### config.mk
export PLATFORM = sky130hd
export DESIGN_NAME = extractor_job_controller
export DESIGN_NICKNAME = d
export VERILOG_FILES = /design/src/rtl/extractor_pkg.sv /design/src/rtl/extractor_job_controller_fifo.sv /design/src/rtl/extractor_job_controller.sv
export SDC_FILE = /design/constraint.sdc
export NUM_CORES = 1
export LEC_CHECK = 0
export ABC_AREA = 1
export BUFFER_PORTS_ARGS = -buffer_cell sky130_fd_sc_hd__buf_2
export CELL_PAD_IN_SITES_DETAIL_PLACEMENT = 0
export CELL_PAD_IN_SITES_GLOBAL_PLACEMENT = 1
export CORE_UTILIZATION = 46
export CTS_CLUSTER_DIAMETER = 150
export DETAILED_ROUTE_END_ITERATION = 7
export PLACE_DENSITY_LB_ADDON = 0.1
export SETUP_SLACK_MARGIN = 0.2
export SYNTH_ARGS = -nofsm -noshare
export SYNTH_HDL_FRONTEND = slang
export SYNTH_SLANG_ARGS = --single-unit
export TNS_END_PERCENT = 50
### constraint.sdc
create_clock -name clk -period 10.45 [get_ports clk]
set_input_delay 2.09 -clock clk [delete_from_list [all_inputs] [get_ports clk]]
set_output_delay 2.09 -clock clk [all_outputs]
set_load 0.02 [all_outputs]
### src/rtl/extractor_pkg.sv
`default_nettype none
// ============================================================================
// Module      : extractor_pkg
// Description : Shared types, widths and helpers for the extractor job
//               controller and its response buffer.
// Revision    : 1.0 - initial release
// ============================================================================
package extractor_pkg;

    localparam int EXT_DATA_W = 16;
    localparam int EXT_BW_W   = 5;

    typedef enum logic [2:0] {
        ST_IDLE  = 3'd0,
        ST_LOAD  = 3'd1,
        ST_RUN   = 3'd2,
        ST_DRAIN = 3'd3,
        ST_DONE  = 3'd4
    } ctrl_state_e;

    // Low-bit mask for a value width; a full-width value yields all ones.
    function automatic logic [EXT_DATA_W-1:0] bw_to_mask(input logic [EXT_BW_W-1:0] bw);
        logic [EXT_DATA_W:0] w_wide;
        w_wide = ((EXT_DATA_W+1)'(1) << bw) - (EXT_DATA_W+1)'(1);
        return w_wide[EXT_DATA_W-1:0];
    endfunction

endpackage : extractor_pkg
`default_nettype wire

### src/rtl/extractor_job_controller_fifo.sv
`default_nettype none
// ============================================================================
// Module      : ctrl_fifo
// Description : Synchronous FIFO with occupancy count and flush, used as the
//               memory response buffer of the extractor job controller.
// Revision    : 1.0 - initial release
// ============================================================================
module ctrl_fifo #(
    parameter int DEPTH = 4,
    parameter int WIDTH = 16
) (
    input  logic                     clk,
    input  logic                     rst,
    input  logic                     flush,
    input  logic                     push,
    input  logic [WIDTH-1:0]         push_data,
    input  logic                     pop,
    output logic [WIDTH-1:0]         pop_data,
    output logic                     empty,
    output logic                     full,
    output logic [$clog2(DEPTH):0]   count
);

    localparam int AW = $clog2(DEPTH);

    logic [WIDTH-1:0] r_mem [DEPTH];
    logic [AW-1:0]    r_wr_ptr;
    logic [AW-1:0]    r_rd_ptr;
    logic [AW:0]      r_count;
    logic             w_do_push;
    logic             w_do_pop;

    assign empty     = (r_count == '0);
    assign full      = (r_count == (AW+1)'(DEPTH));
    assign count     = r_count;
    assign pop_data  = r_mem[r_rd_ptr];
    assign w_do_pop  = pop && !empty;
    assign w_do_push = push && (!full || w_do_pop);

    always_ff @(posedge clk or posedge rst) begin
        if (rst) begin
            r_wr_ptr <= '0;
            r_rd_ptr <= '0;
            r_count  <= '0;
        end else if (flush) begin
            r_wr_ptr <= '0;
            r_rd_ptr <= '0;
            r_count  <= '0;
        end else begin
            if (w_do_push) r_wr_ptr <= r_wr_ptr + AW'(1);
            if (w_do_pop)  r_rd_ptr <= r_rd_ptr + AW'(1);
            // Simultaneous push and pop leaves the occupancy unchanged.
            case ({w_do_push, w_do_pop})
                2'b10:   r_count <= r_count + (AW+1)'(1);
                2'b01:   r_count <= r_count - (AW+1)'(1);
                default: r_count <= r_count;
            endcase
        end
    end

    always_ff @(posedge clk) begin
        if (w_do_push && !flush) r_mem[r_wr_ptr] <= push_data;
    end

endmodule : ctrl_fifo
`default_nettype wire

### src/rtl/extractor_job_controller.sv
`default_nettype none
// ============================================================================
// Module      : extractor_job_controller
// Description : Runs one quantized-tensor job through an extractor: derives
//               its configuration, streams packed words from memory through a
//               credit-limited buffer and counts the emitted values.
//               Optional EXTRACTOR_CTRL_PERF_EN adds the perf_cycles counter.
// Revision    : 1.0 - initial release
// ============================================================================
module extractor_job_controller
    import extractor_pkg::*;
#(
    parameter int ADDR_WIDTH = 32,
    parameter int FIFO_DEPTH = 4
) (
    input  logic                   clk,
    input  logic                   rst,
    input  logic                   job_valid,
    output logic                   job_ready,
    input  logic [ADDR_WIDTH-1:0]  job_addr,
    input  logic [31:0]            job_num_vals,
    input  logic [EXT_BW_W-1:0]    job_bitwidth,
    output logic                   job_done,
    output logic                   job_err,
    output logic                   mem_req_valid,
    input  logic                   mem_req_ready,
    output logic [ADDR_WIDTH-1:0]  mem_req_addr,
    input  logic                   mem_rsp_valid,
    input  logic [EXT_DATA_W-1:0]  mem_rsp_data,
    output logic                   ext_rstn,
    output logic [EXT_BW_W-1:0]    ext_bitwidth,
    output logic [EXT_DATA_W-1:0]  ext_mask,
    output logic [31:0]            ext_num_vals,
    output logic                   ext_rcv_valid,
    output logic [EXT_DATA_W-1:0]  ext_rcv_data,
    input  logic                   ext_rcv_ready,
`ifdef EXTRACTOR_CTRL_PERF_EN
    output logic [31:0]            perf_cycles,
`endif
    input  logic                   ext_trm_valid,
    input  logic                   ext_trm_ready
);

    localparam int CW = $clog2(FIFO_DEPTH);

    ctrl_state_e            r_state;
    logic                   r_alive;
    logic [ADDR_WIDTH-1:0]  r_addr;
    logic [31:0]            r_num;
    logic [EXT_BW_W-1:0]    r_bw;
    logic                   r_err;
    logic [32:0]            r_words_total;
    logic [32:0]            r_issued;
    logic [32:0]            r_delivered;
    logic [CW:0]            r_outstanding;
    logic [31:0]            r_vals;
    logic [EXT_DATA_W-1:0]  r_ext_mask;
    logic [EXT_BW_W-1:0]    r_ext_bw;
    logic [31:0]            r_ext_num;

    logic                   w_job_fire;
    logic                   w_job_illegal;
    logic [35:0]            w_product;
    logic [32:0]            w_words_ceil;
    logic [32:0]            w_words_total;
    logic                   w_credit_ok;
    logic                   w_req_valid;
    logic                   w_req_fire;
    logic                   w_rsp_dec;
    logic                   w_in_run;
    logic                   w_push;
    logic                   w_pop;
    logic                   w_pad;
    logic                   w_trm_fire;
    logic                   w_fifo_empty;
    logic                   w_fifo_full;
    logic [CW:0]            w_fifo_count;
    logic [EXT_DATA_W-1:0]  w_fifo_data;

    assign w_in_run      = (r_state == ST_RUN);
    assign w_job_fire    = job_valid && job_ready;
    assign w_job_illegal = (job_bitwidth == '0) || (job_bitwidth > EXT_BW_W'(16)) ||
                           (job_num_vals == '0);

    // Packed words needed, rounded up; the extractor always primes on two words.
    assign w_product     = 36'(r_num) * 36'(r_bw);
    assign w_words_ceil  = 33'((w_product + 36'd15) >> 4);
    assign w_words_total = (w_words_ceil < 33'd2) ? 33'd2 : w_words_ceil;

    // A request is only issued when a buffer slot is guaranteed for its response.
    assign w_credit_ok   = (({1'b0, r_outstanding} + {1'b0, w_fifo_count}) < (CW+2)'(FIFO_DEPTH));
    assign w_req_valid   = w_in_run && (r_issued < r_words_total) && w_credit_ok;
    assign w_req_fire    = w_req_valid && mem_req_ready;
    assign w_rsp_dec     = mem_rsp_valid && (r_outstanding != '0);
    assign w_push        = mem_rsp_valid && w_in_run;
    assign w_pad         = (r_delivered >= r_words_total);
    assign w_pop         = w_in_run && ext_rcv_ready && !w_fifo_empty;
    assign w_trm_fire    = w_in_run && ext_trm_valid && ext_trm_ready;

    assign job_ready     = (r_state == ST_IDLE) && r_alive;
    assign job_done      = (r_state == ST_DONE);
    assign job_err       = (r_state == ST_DONE) && r_err;
    assign mem_req_valid = w_req_valid;
    assign mem_req_addr  = r_addr + ADDR_WIDTH'({r_issued, 1'b0});
    assign ext_rstn      = (r_state == ST_RUN) || (r_state == ST_DRAIN);
    assign ext_bitwidth  = r_ext_bw;
    assign ext_mask      = r_ext_mask;
    assign ext_num_vals  = r_ext_num;
    assign ext_rcv_valid = w_in_run && (!w_fifo_empty || w_pad);
    assign ext_rcv_data  = w_fifo_empty ? '0 : w_fifo_data;

    ctrl_fifo #(
        .DEPTH (FIFO_DEPTH),
        .WIDTH (EXT_DATA_W)
    ) u_rsp_fifo (
        .clk       (clk),
        .rst       (rst),
        .flush     (!w_in_run),
        .push      (w_push),
        .push_data (mem_rsp_data),
        .pop       (w_pop),
        .pop_data  (w_fifo_data),
        .empty     (w_fifo_empty),
        .full      (w_fifo_full),
        .count     (w_fifo_count)
    );

    always_ff @(posedge clk or posedge rst) begin
        if (rst) begin
            r_state       <= ST_IDLE;
            r_alive       <= 1'b0;
            r_addr        <= '0;
            r_num         <= '0;
            r_bw          <= '0;
            r_err         <= 1'b0;
            r_words_total <= '0;
            r_issued      <= '0;
            r_delivered   <= '0;
            r_outstanding <= '0;
            r_vals        <= '0;
            r_ext_mask    <= '0;
            r_ext_bw      <= '0;
            r_ext_num     <= '0;
        end else begin
            r_alive <= 1'b1;
            case (r_state)
                ST_IDLE: begin
                    if (w_job_fire) begin
                        r_addr  <= job_addr;
                        r_num   <= job_num_vals;
                        r_bw    <= job_bitwidth;
                        r_err   <= w_job_illegal;
                        r_state <= w_job_illegal ? ST_DONE : ST_LOAD;
                    end
                end
                ST_LOAD: begin
                    r_ext_mask    <= bw_to_mask(r_bw);
                    r_ext_bw      <= r_bw;
                    r_ext_num     <= r_num;
                    r_words_total <= w_words_total;
                    r_issued      <= '0;
                    r_delivered   <= '0;
                    r_vals        <= '0;
                    r_state       <= ST_RUN;
                end
                ST_RUN: begin
                    if (w_req_fire) r_issued    <= r_issued + 33'd1;
                    if (w_pop)      r_delivered <= r_delivered + 33'd1;
                    if (w_trm_fire) r_vals      <= r_vals + 32'd1;
                    if (r_vals == r_num) r_state <= ST_DRAIN;
                end
                ST_DRAIN: begin
                    if (r_outstanding == '0) r_state <= ST_DONE;
                end
                ST_DONE: begin
                    r_err   <= 1'b0;
                    r_state <= ST_IDLE;
                end
                default: r_state <= ST_IDLE;
            endcase

            if (r_state == ST_LOAD) begin
                r_outstanding <= '0;
            end else begin
                case ({w_req_fire, w_rsp_dec})
                    2'b10:   r_outstanding <= r_outstanding + (CW+1)'(1);
                    2'b01:   r_outstanding <= r_outstanding - (CW+1)'(1);
                    default: r_outstanding <= r_outstanding;
                endcase
            end
        end
    end

`ifdef EXTRACTOR_CTRL_PERF_EN
    logic [31:0] r_perf_cycles;

    assign perf_cycles = r_perf_cycles;

    // Spans LOAD through DONE inclusive and holds until the next job loads.
    always_ff @(posedge clk or posedge rst) begin
        if (rst) begin
            r_perf_cycles <= '0;
        end else if (r_state == ST_LOAD) begin
            r_perf_cycles <= 32'd1;
        end else if ((r_state == ST_RUN) || (r_state == ST_DRAIN) || (r_state == ST_DONE)) begin
            if (r_perf_cycles != 32'hFFFF_FFFF) r_perf_cycles <= r_perf_cycles + 32'd1;
        end
    end
`endif

endmodule : extractor_job_controller
`default_nettype wire
== After elaboration in Yosys (flattened, before gate mapping) ==
Memories as Yosys holds them, arrays and structs flattened.
Cells that the tools add are included.

* $add $sub $neg: 13
* $mul: 1
* Order comparisons: 5
* Equality and inequality tests: 19
* Shift-type cells: 1
* Mux-type cells: 25
* Reductions and logical operators: 38

{| class="wikitable"
|+ Operators by type and width
! cell !! count
|-
| $pmux 33 s2 || 2
|-
| $add 33x1->33 const B || 2
|-
| $mux 33 || 2
|-
| $mux 32 || 2
|-
| $pmux 32 s2 || 1
|-
| $add 36x4->36 const B || 1
|-
| $mul 32x5->36 || 1
|-
| $ge 33x33->1 || 1
|-
| $lt 33x33->1 || 1
|-
| $add 32x1->32 const B || 1
|-
| $add 32x32->32 || 1
|-
| $eq 32x32->1 || 1
|-
| $logic_not 32->1 || 1
|-
| $lt 32x2->1 const B || 1
|-
| $mux 3 || 6
|-
| $logic_and 1x1->1 || 16
|-
| $mux 16 || 1
|-
| $shl 1x5->16 const A || 1
|-
| $sub 16x2->16 const B || 1
|-
| $ne 2x1->1 const B || 6
|-
| $pmux 3 s2 || 2
|-
| $pmux 3 s4 || 1
|-
| $reduce_and 2->1 || 5
|-
| $logic_not 3->1 || 3
|-
| other kinds (22) || 42
|}

* Register bits after elaboration: 268
* Bits in writable memories: 64
* Bits of input ports: 93
* Output and inout bits: 107
* Logic and storage cells: 120
* Memories kept: 1

{| class="wikitable"
|+ Memory list
! memory !! depth !! bits a word !! rd ports !! clocked after memory_dff !! wr ports !! RTL line !! source
|-
| u_rsp_fifo.r_mem || 4 || 16 || 1 || 0 || 1 || extractor_job_controller_fifo.sv:26 || <nowiki>logic [WIDTH-1:0] r_mem [DEPTH];</nowiki>
|}

== Longest topological paths before layout ==
Gate-level depths: netlist of the first run.

* Word-level depth: 9
* Depth in mapped cells: 28

== Cells and area by module ==
Synthesis of the first run repeated with hierarchy kept, for this count alone.

* Cells, all modules: 3487
* Area, all modules: 25428.1 um^2

{| class="wikitable"
|+ By module, submodules not included
! module !! instances !! cells each !! area an instance (um^2) !! seq. area each (um^2)
|-
| extractor_job_controller || 1 || 3266 || 22514.1 || 6506.2
|-
| ctrl_fifo || 1 || 221 || 2914.0 || 2097.0
|}

== Least setup slack after synthesis of the first run ==
No wires, ideal clock.

* Kind: reg2out
* Start: register r_issued[0]
* End: output port mem_req_addr[25]
* Arrival: 2513 ps
* Setup slack: 5847 ps
* Cell stages (with the launch flop): 14
* Cell sequence: dfrtp_1 ha_1 inv_1 fa_1 o21ai_0 nand3_1 nand3_1 nand2_1 nand2_1 a21boi_0 o21bai_1 nand2_1 o21ai_0 xor2_1

* Cells in the longest elaborated chain, start to end: 1

{| class="wikitable"
|+ RTL lines
! element !! RTL line !! source
|-
| start: declaration || extractor_job_controller.sv:53 || <nowiki>logic [32:0] r_issued;</nowiki>
|-
| start signal: assignment || extractor_job_controller.sv:167 || <nowiki>if (w_req_fire) r_issued <= r_issued + 33'd1;</nowiki>
|-
| $add 32x32->32 || extractor_job_controller.sv:104 || <nowiki>assign mem_req_addr = r_addr + ADDR_WIDTH'({r_issued, 1'b0});</nowiki>
|-
| end: declaration || extractor_job_controller.sv:27 || <nowiki>output logic [ADDR_WIDTH-1:0] mem_req_addr,</nowiki>
|}

No other way between the ends.

== Worst setup path after layout of the first run ==
Ends and elaborated chain as after synthesis.

==> summary.md, run 1 <==
| Metric | Value |
|---|---|
| Status | completed |
| Final slew viol count | 0 |
| Die width | 235 µm |
| Routed Antenna Nets | 0 |
| Clk Tree Root Cell | clkbuf_16 |
| Post-synthesis xor/xnor area fraction | 3.25% |
| CTS tree | built |
| Inserted Clock Buffers | 41 |
| Part of the Yosys area used for sequential elements | 34.3% |
| Num rows | 85 |
| Main synth FF type | dfrtp_1 |
| Worst slew margin | 27.0% |
| Ys async rst share | 80.7% |
| CP max-delay cell | fa_1 |
| ANT cells | 0 |
| IO Pins | 200 |
| Clock latency on the worst-skew pair | 0.59 ns |
| Overall routing resource usage | 26.0% |
| Initial antenna violation count | 0 |
| Final HPWL DP | 55.2 mm |
| Clock Pin Slew Worst Setup and Hold Paths | 0.06 ns |
| Simple-gate share of the synthesized area | 23.8% |
| CP required | 8.36 ns |
| Die area | 55400 µm² |
| Total Wirelength | 71.2 mm |
| Achievable Freq | 181 MHz |
| Synth Cell Area | 25100 µm² |
| Final nets | 3851 |
| Yosys cell types | 53 |
| Cell mode on critical path | nand2_1 |
| Setup bufs post-CTS | 0 |
| Vias in the first global route | 21400 |
| Worst-margin pin slew | 1.09 ns |
| Critical path type | register to primary output |
| Crit. End Element | primary output |
| CP max stage delay | 0.39 ns |
| I/O Buffers | 199 |
| Number of clock sinks | 331 |
| Initial core utilization | 46.6% |
| WP data arrival | 3.43 ns |
| Vias per std cell | 5.16 |
| Mux contribution to synthesized area | 1.66% |
| GRT overflow | 0 |
| Worst hold path type | register to register |
| Post-cts sizing count | 0 |
| Yosys warnings | 0 |
| Syn Area/Cell | 7.49 µm² |
| Post-Synth Adder-Cell Area | 16.1% |
| Total core area | 53800 µm² |
| Clock Skew | 0.0262 ns |
| Number of cells produced by synthesis | 3345 |
| Setup TNS | 0 ns |
| Tmin final | 5.52 ns |
| H-tree Lvls | 2 |
| # setup viols final | 0 |
| Share of cells above drive strength 1 | 9.62% |
| P&R area growth vs syn | 11.8% |
| Die Ht | 235 µm |
| RSZ-0062 raised after global routing | false |
| Via count | 21800 |
| Synth Area in Compound Gates | 9.75% |
| Initial DRC count | 1339 |
| Initial DRT Pass Iterations | 5 |
| Critical path startpoint category | register |
| Final Hold Viols | 0 |
| Fin crit share | 52.8% |
| Residual DRC count | 0 |
| Crit Path Max Fanout | 3 |
| EDFF count, synth | 64 |
| Critical-path cell list | ha_1 > inv_1 > fa_1 > o21ai_0 > nand3_1 > nand3_1 > nand2_1 > nand2_1 > a21boi_0 > o21bai_1 > nand2_1 > o21ai_0 > xor2_1 > buf_2 |
| Pin count of the biggest net entering global routing | 161 |
| CTS Hold Buffers Added | 0 |
| Wire length per cell | 16.9 µm |
| Final GP Congestion | 0.906 |
| Clock Path Buffers | 3 |
| Combinational family with the most area after synthesis | simple AND/OR/NAND/NOR gates |
| Synth Net Count | 3703 |
| Flops & latches, synth | 331 |
| Max_cap viols | 0 |
| First-pass GRT wire length | 115 mm |
cell usage in the layout, fill, tap and decap left out, drive strengths merged, types with 59 or more instances in the layout:
cell type    n
nand2      814
inv        628
nor2       312
dfrtp      267
o21ai      214
buf        214
ha         170
a21oi      169
nand3      118
fa          95
nor3        67
edfxtp      64
nand4       60
xor2        59
cells in the mapped netlist (2+ instances only):
library cell | instances | area share, %
o2111ai_1 | 7 | 0.24
nor3_2 | 3 | 0.12
clkbuf_1 | 92 | 1.4
xnor2_1 | 34 | 1.2
a221oi_1 | 2 | 0.070
nor2_1 | 310 | 4.6
inv_2 | 2 | 0.030
nand2_1 | 813 | 12
a21boi_0 | 3 | 0.090
o221a_2 | 2 | 0.090
xor2_1 | 59 | 2.1
o21ai_0 | 211 | 4.2
and3_1 | 2 | 0.050
clkinv_1 | 2 | 0.030
o211ai_1 | 4 | 0.12
o31ai_1 | 5 | 0.15
ha_1 | 170 | 8.5
buf_2 | 2 | 0.040
or2_2 | 3 | 0.075
mux2_2 | 37 | 1.7
a21o_1 | 5 | 0.15
nand3b_1 | 9 | 0.27
nor2_2 | 2 | 0.050
o21ai_1 | 3 | 0.060
dfrtp_1 | 267 | 27
fa_1 | 95 | 7.6
o21a_1 | 10 | 0.30
a211oi_1 | 8 | 0.24
nor3_1 | 63 | 1.3
nor4_1 | 35 | 0.87
buf_4 | 2 | 0.060
edfxtp_1 | 64 | 7.7
nor4b_1 | 3 | 0.10
buf_1 | 13 | 0.19
a31oi_1 | 11 | 0.27
nand3_1 | 116 | 2.3
nor3b_1 | 3 | 0.090
nand3_2 | 2 | 0.080
inv_1 | 624 | 9.3
a21oi_1 | 169 | 3.4
o21bai_1 | 8 | 0.24
nand4_1 | 59 | 1.5
routing by layer:
metal  routed length [µm]  vias to the layer above  share of wire [%]  track usage [%]
met3                 3240                      101                4.6             3.75
li1                     -                    10900                  -                -
met2                34200                      429                 48             44.7
met1                31700                    10300                 45             33.9
met4                 2020                        0                2.8             7.55
met5                    0                        -                  0                0
per-stage QoR:
stage / worst slack [ns] / hold slack (ns) / util (%) / cells / cell area [µm²]
after floorplan: 1.01 / 0.453 / - / 3345 / 25100
after detailed placement: 5.51 / 0.464 / 49.6 / 4146 / 26700
after global placement: 5.58 / 0.464 / 49.6 / 4146 / 26700
final: 4.93 / 0.480 / 52.1 / 4220 / 28000
after global routing: 4.63 / 0.504 / 52.1 / 4220 / 28000
after CTS: 4.90 / 0.483 / 52.1 / 4220 / 28000
sequential cells by signal, summed over array words and instances, names as in the netlist, 3 cells and up:
| name | flops |
|---|---|
| r_words_total | 32 |
| r_delivered | 33 |
| ext_num_vals | 32 |
| ext_bitwidth | 5 |
| ext_mask | 16 |
| u_rsp_fifo.count | 3 |
| r_bw | 5 |
| u_rsp_fifo.r_mem | 64 |
| r_state | 3 |
| r_num | 32 |
| r_vals | 32 |
| r_issued | 33 |
| r_outstanding | 3 |
| r_addr | 32 |
kinds of logic after synthesis:
group	count (synthesis)
multiplexers	37
buffers and inverters	737
XOR/XNOR	93
AND/OR/NAND/NOR	1429
other	1
AO/OA/AOI/OAI	452
flip-flops	331
adder cells (fa/ha/maj)	265
worst paths after layout:
path	from	endpoint	slack [ns]	cells after the start
max	r_issued[0]$_DFFE_PP0P_	mem_req_addr[25]	4.93	14
min	ext_num_vals[10]$_DFFE_PP0P_	ext_num_vals[10]$_DFFE_PP0P_	0.48	2
max reg2reg	r_bw[4]$_DFFE_PP0P_	r_words_total[0]$_DFFE_PP0P_	5.60	23
min reg2reg	ext_num_vals[10]$_DFFE_PP0P_	ext_num_vals[10]$_DFFE_PP0P_	0.48	2
max in group asynchronous	rst	r_num[27]$_DFFE_PP0P_	7.35	3
min in group asynchronous	rst	r_addr[9]$_DFFE_PP0P_	1.68	2
worst max-delay path, delay by kind of cell (launching register included):
| kind | cells | cell delay, ns |
|---|---|---|
| AO/OA/AOI/OAI | 4 | 0.93 |
| XOR/XNOR | 1 | 0.15 |
| adder cells (fa/ha/maj) | 2 | 0.57 |
| buffers and inverters | 2 | 0.24 |
| flip-flops | 1 | 0.37 |
| AND/OR/NAND/NOR | 5 | 0.61 |
area by class of cell:
cell class | count | area [µm²]
clock buffers | 57 | 1160
clock inverters | 17 | 185
fillers | 5303 | 25800
inverters | 628 | 2360
multi-input cells | 2277 | 13700
flip-flops and latches | 331 | 8600
well taps | 696 | 871
repair buffers | 214 | 1120
Power of run 1 is not shown: default switching activity piles up to over one toggle a cycle in this logic, so the estimate is an artifact.
==> inputs of run 2 (changes only) <==
- clock period: 10.45 -> 5.35 ns (I/O delays scaled with it)
==> summary.md, run 2 (synthesis gave the netlist of run 1 again) <==
| Metric | Value |
|---|---|
| Final Hold Viols | 0 |
| CP max stage delay | 0.58 ns |
| R2R Path Start | r_bw[3]$_DFFE_PP0P_ |
| Fillcell total | 5401 |
| Num rows | 85 |
| P&R area growth vs syn | 12.7% |
| Largest regs | u_rsp_fifo.r_mem: 64 flops, r_delivered: 33 flops, r_issued: 33 flops |
| CP max-delay cell | dfrtp_4 |
| Commonest non-fill, non-tap cell in the layout | nand2_1 |
| Uppermost layer routed | met4 |
| Worst reg2reg path depth | 21 |
| WL met2 | 35.8 mm |
| Residual DRC count | 0 |
| Die Ht | 235 µm |
| Final slew viol count | 0 |
| Total Wirelength | 73.2 mm |
| Initial DRT Pass Iterations | 6 |
| Final GP Congestion | 0.916 |
| CP top delay family | adder cells |
| Clock Path Buffers | 3 |
| Worst slew margin | 31.7% |
| IO Pins | 200 |
| Achievable Freq | 210 MHz |
| Fin crit share | 89.1% |
| CTS tree | built |
| WP data arrival | 5.22 ns |
| Cell mode on critical path | nand2_1 |
| Wire length per cell | 17.3 µm |
| Crit Path Max Fanout | 19 |
| Share of cells above drive strength 1 | 10.3% |
| Max FFs per register | 64 |
| Routed Antenna Nets | 0 |
| First-pass GRT wire length | 117 mm |
| Final HPWL DP | 57.0 mm |
| Hold Path End | ext_num_vals[9]$_DFFE_PP0P_ |
| Initial antenna violation count | 0 |
| Number of clock sinks | 331 |
| Critical path buffer and inverter count | 4 |
| Critical path type | register to register |
| Overall routing resource usage | 26.6% |
| I/O Buffers | 199 |
| Die area | 55400 µm² |
| Max_cap viols | 0 |
| Initial core utilization | 46.6% |
| # setup viols final | 0 |
| Final nets | 3864 |
| Largest Register | u_rsp_fifo.r_mem |
| WHS Path Cells | 2 |
| Clock Skew | 0.0270 ns |
| Most frequent cells in the layout | nand2_1 (812), inv_1 (623), nor2_1 (306), dfrtp_1 (265), o21ai_0 (211) |
| Vias in the first global route | 21700 |
| Total core area | 53800 µm² |
| M1 WL | 32.4 mm |
| Setup TNS | 0 ns |
| RSZ-0062 raised after global routing | false |
| Routed wl met3 | 2.94 mm |
| Die width | 235 µm |
| H-tree Lvls | 2 |
| CTS Hold Buffers Added | 0 |
| Clk Tree Root Cell | clkbuf_16 |
| Critical-path cell list | buf_4 > nand2_1 > inv_1 > fa_1 > inv_1 > fa_1 > fa_1 > inv_1 > ha_1 > a21oi_1 > nand2_1 > a21oi_1 > nor2_1 > nor2_1 > nand2_1 > nand2_1 > nand3_1 > nor3_1 > nand3_1 > nand2_1 > nand2_1 |
| Setup bufs post-CTS | 0 |
| Critical Path Stages | 21 |
| Worst hold path type | register to register |
| Crit. End Element | register |
| GRT overflow | 0 |
| Initial DRC count | 1368 |
| Hold Startpoint | ext_num_vals[9]$_DFFE_PP0P_ |
| CP required | 5.80 ns |
| Clock Pin Slew Worst Setup and Hold Paths | 0.06 ns |
| ANT cells | 0 |
| R2R Path End | r_words_total[0]$_DFFE_PP0P_ |
| Worst-margin pin slew | 1.02 ns |
| Reg2Reg Setup Slack | 0.58 ns |
| Pin count of the biggest net entering global routing | 144 |
| Tmin final | 4.77 ns |
| Clock latency on the worst-skew pair | 0.58 ns |
| Post-cts sizing count | 0 |
| Critical path startpoint category | register |
| Via count | 22000 |
| Status | completed |
| Inserted Clock Buffers | 41 |
| Vias per std cell | 5.20 |
-- run 2: cell types whose count changed in the layout (fill, tap and decap cells not counted), sizes merged --
cell,previous run,this run
buf,214,227
clkinv,10,12
clkbuf,57,56
clkinvlp,5,3
bufinv,2,4
-- run 2: worst max path at each step --
stage                                   endpoint                start
finish              r_words_total[0]$_DFFE_PP0P_  r_bw[3]$_DFFE_PP0P_
global route        r_words_total[0]$_DFFE_PP0P_  r_bw[3]$_DFFE_PP0P_
CTS                 r_words_total[0]$_DFFE_PP0P_  r_bw[3]$_DFFE_PP0P_
detailed placement  r_words_total[0]$_DFFE_PP0P_  r_bw[3]$_DFFE_PP0P_
global placement    r_words_total[0]$_DFFE_PP0P_  r_bw[3]$_DFFE_PP0P_
floorplan            ext_bitwidth[0]$_DFFE_PP0P_                  rst
-- run 2: layout make-up --
cell class	count	area, µm²	share of cell area [%]
inverters	628	2360	8.36
clock inverters	19	248	0.877
repair buffers	227	1240	4.40
flip-flops and latches	331	8610	30.5
well taps	696	871	3.08
multi-input cells	2277	13700	48.6
clock buffers	56	1190	4.22
-- run 2: metal layers --
metal	global-route usage (%)	up-vias
li1	-	10900
met5	0	-
met3	3.60	105
met1	34.8	10500
met2	45.7	447
met4	7.90	0
-- run 2: per-stage QoR --
stage	hold WS [ns]	instances	cell area (µm²)	utilization (%)	setup slack, ns
6_report	0.480	4234	28300	52.5	0.582
5_1_grt	0.498	4234	28300	52.5	0.223
4_1_cts	0.483	4234	28200	52.5	0.386
3_5_place_dp	0.468	4159	26800	49.8	0.393
3_3_place_gp	0.465	4159	26800	49.8	0.438
2_1_floorplan	0.453	3345	25100	-	0.755
-- run 2: worst register-to-register path, cell delays in order, from the launching register on --
cell and delay, ns:
dfrtp_4 0.58, buf_4 0.26, nand2_1 0.09, inv_1 0.06, fa_1 0.51, inv_1 0.06
fa_1 0.51, fa_1 0.54, inv_1 0.04, ha_1 0.40, a21oi_1 0.26, nand2_1 0.12
a21oi_1 0.25, nor2_1 0.07, nor2_1 0.15, nand2_1 0.07, nand2_1 0.07, nand3_1 0.07
nor3_1 0.24, nand3_1 0.17, nand2_1 0.09, nand2_1 0.05
Power of run 2 is left out for the same reason.
==> inputs of run 3 (changes only) <==
- CORE_UTILIZATION: 46 -> 45
- SYNTH_HIERARCHICAL: unset -> 1
==> summary.md, run 3 <==
| Metric | Value |
|---|---|
| Status | completed |
| Pint | 8.34 mW |
| Critical path buffer and inverter count | 5 |
| Commonest non-fill, non-tap cell in the layout | nand2_1 |
| Clock Path Buffers | 3 |
| Residual DRC count | 0 |
| IO Pins | 200 |
| Routed Antenna Nets | 0 |
| Switching part of the total | 52.5% |
| I/O Buffers | 199 |
| Number of cells produced by synthesis | 3487 |
| Via count | 22500 |
| Syn Area/Cell | 7.29 µm² |
| Largest Register | u_rsp_fifo/r_mem |
| CTS Hold Buffers Added | 0 |
| P&R area growth vs syn | 12.0% |
| Vias per std cell | 5.10 |
| Synth Net Count | 3845 |
| Tmin final | 4.78 ns |
| Clk Tree Root Cell | clkbuf_16 |
| Initial DRT Pass Iterations | 6 |
| Peak VDD IR | 0.000305 V |
| Number of clock sinks | 331 |
| Ys async rst share | 80.7% |
| Max FFs per register | 64 |
| Crit. End Element | register |
| Worst slew margin | 30.6% |
| Fin crit share | 89.3% |
| Flop pwr share | 22.4% |
| Power density over the cells | 617 nW/µm² |
| Cell mode on critical path | nand2_1 |
| Critical path type | register to register |
| Die width | 240 µm |
| Num rows | 86 |
| CP Capture Point | r_words_total[0]$_DFFE_PP0P_ |
| GRT overflow | 0 |
| Crit Path Max Fanout | 19 |
| Die Ht | 240 µm |
| Pin count of the biggest net entering global routing | 139 |
| Fillcell total | 5540 |
| Achievable Freq | 209 MHz |
| ANT cells | 0 |
| Share of Yosys cell area claimed by the top area cell type | 26.3% |
| Clock Pin Slew Worst Setup and Hold Paths | 0.06 ns |
| Main synth FF type | dfrtp_1 |
| Overall routing resource usage | 26.4% |
| Worst reg2reg path depth | 25 |
| P_sw | 9.23 mW |
| Top area cells in the synthesized netlist | dfrtp_1 (26%), nand2_1 (14%), inv_1 (9.9%), ha_1 (8.4%), edfxtp_1 (7.6%) |
| CP top delay family | adder cells |
| Leak | 15.4 nW |
| Setup TNS | 0 ns |
| Final slew viol count | 0 |
| Wire length per cell | 17.0 µm |
| Final core utilization | 51.4% |
| CP required | 5.82 ns |
| Final HPWL DP | 58.8 mm |
| Final nets | 4001 |
| Final GP Congestion | 0.909 |
| Reg2Reg Setup Slack | 0.57 ns |
| Clk pwr share | 15.5% |
| Die area | 57500 µm² |
| Total Wirelength | 75.3 mm |
| Max_cap viols | 0 |
| Synth Cell Area | 25400 µm² |
| Most frequent cells in the layout | nand2_1 (945), inv_1 (671), nor2_1 (289), dfrtp_1 (263), o21ai_0 (223) |
| WP data arrival | 5.24 ns |
| Clock latency on the worst-skew pair | 0.58 ns |
| Crit path launch | r_bw[3]$_DFFE_PP0P_ |
| Vias in the first global route | 22000 |
| CTS tree | built |
| Flops & latches, synth | 331 |
| Yosys cell types | 63 |
| Yosys warnings | 6 |
| Share of cells above drive strength 1 | 9.51% |
| Initial core utilization | 45.9% |
| # setup viols final | 0 |
| H-tree Lvls | 2 |
| Initial DRC count | 1392 |
| R2R Path End | r_words_total[0]$_DFFE_PP0P_ |
| R2R Path Start | r_bw[3]$_DFFE_PP0P_ |
| Final Hold Viols | 0 |
| Critical path startpoint category | register |
| Clock Skew | 0.0238 ns |
| CP max-delay cell | fa_1 |
| RSZ-0062 raised after global routing | false |
| Part of the Yosys area used for sequential elements | 33.8% |
| Total core area | 55400 µm² |
| Post-synth top area cell | dfrtp_1 |
| Inserted Clock Buffers | 40 |
| Worst hold path type | register to register |
| Critical Path Stages | 25 |
| Non-filler cells, final | 4417 |
| EDFF count, synth | 64 |
| Top-count cell post-synth | nand2_1 |
| Inst Count DP | 4349 |
| Initial antenna violation count | 0 |
| Worst-margin pin slew | 1.04 ns |
| First-pass GRT wire length | 119 mm |
| Synth cell count leaders | nand2_1 (946), inv_1 (673), nor2_1 (293) |
| CP max stage delay | 0.57 ns |
| Largest regs | u_rsp_fifo/r_mem: 64 flops, r_delivered: 33 flops, r_issued: 33 flops |
| Power share of the combinational group | 62.1% |
==> run 3: changes by cell type after synthesis, sizes merged, moves of 10 or more <==
cell and change:
nor4 -15, buf +17, o22ai +17, inv +58, mux2 -36, a21oi -29
o21ai +30, nand2 +140, nor3 -10, clkbuf -15, xor2 -14
==> run 3: area by class of cell <==
class,instances,area (µm²),area share (%)
clock buffer,51,1080,3.80
clock inverter,17,205,0.721
inverter,685,2580,9.05
multi-input combinational,2360,13800,48.5
sequential,331,8610,30.2
tap,748,936,3.29
timing repair buffer,225,1240,4.36
==> run 3: worst min-delay path: stages, from the launching register on <==
cell and delay (ns):
dfrtp_1 0.34, nand2_1 0.05, nand2_1 0.05
==> run 3: logic make-up (layout without fill, tap and decap cells) <==
family	after synthesis	in the layout	synth area share [%]
fa+ha+maj	265	265	15.8
simple gates	1545	1545	25.6
mux	1	1	0.0443
compound gates	468	468	9.99
xor+xnor	80	80	2.76
buf+inv	796	978	11.9
other cells	1	1	0.0147
flops	331	331	33.8
==> run 3: layer usage <==
layer | vias up | global-route usage, % | share of wire (%)
met5 | - | 0 | 0
met2 | 492 | 45.2 | 48
met4 | 0 | 8.94 | 3.1
met3 | 107 | 2.87 | 3.9
li1 | 11200 | - | -
met1 | 10700 | 34.5 | 45
==> run 3: metrics by stage <==
stage | total power, mW | hold WS [ns] | cell area [µm²] | setup WS (ns)
floorplan | 11.5 | 0.450 | 25400 | 0.852
global placement | 14.8 | 0.458 | 27200 | 0.446
detailed placement | 14.9 | 0.461 | 27200 | 0.341
CTS | 17.7 | 0.463 | 28500 | 0.343
global route | 19.3 | 0.483 | 28500 | 0.219
finish | 17.6 | 0.473 | 28500 | 0.575
==> run 3: worst min-delay path by stage <==
stage / from / to / slack (ns) / cells after the start
finish: ext_num_vals[29]$_DFFE_PP0P_ / ext_num_vals[29]$_DFFE_PP0P_ / 0.47 / 2
global placement: ext_num_vals[15]$_DFFE_PP0P_ / ext_num_vals[15]$_DFFE_PP0P_ / 0.46 / 2
global route: rst / u_rsp_fifo/count[0]$_DFFE_PP0P_ / 0.48 / 2
detailed placement: ext_num_vals[15]$_DFFE_PP0P_ / ext_num_vals[15]$_DFFE_PP0P_ / 0.46 / 2
CTS: rst / u_rsp_fifo/count[1]$_DFFE_PP0P_ / 0.46 / 2
floorplan: r_addr[0]$_DFFE_PP0P_ / r_addr[0]$_DFFE_PP0P_ / 0.45 / 2
==> run 3: timing repair <==
action | 4_1_cts | 5_1_grt
resized for setup | 0 | 5
setup buffers | 0 | 0
setup endpoints to repair | 0 | 2
==> run 3: power by group through the flow <==
| stage | Combinational [mW] | Sequential (mW) | Clock [mW] |
|---|---|---|---|
| finish | 10.9 | 3.94 | 2.72 |
| global route | 12.4 | 4.00 | 2.87 |
| CTS | 11.0 | 3.93 | 2.78 |
| detailed placement | 10.9 | 3.97 | 0 |
| global placement | 10.8 | 3.96 | 0 |
| floorplan | 7.77 | 3.71 | 0 |
Power figures use the tool's default switching activity.
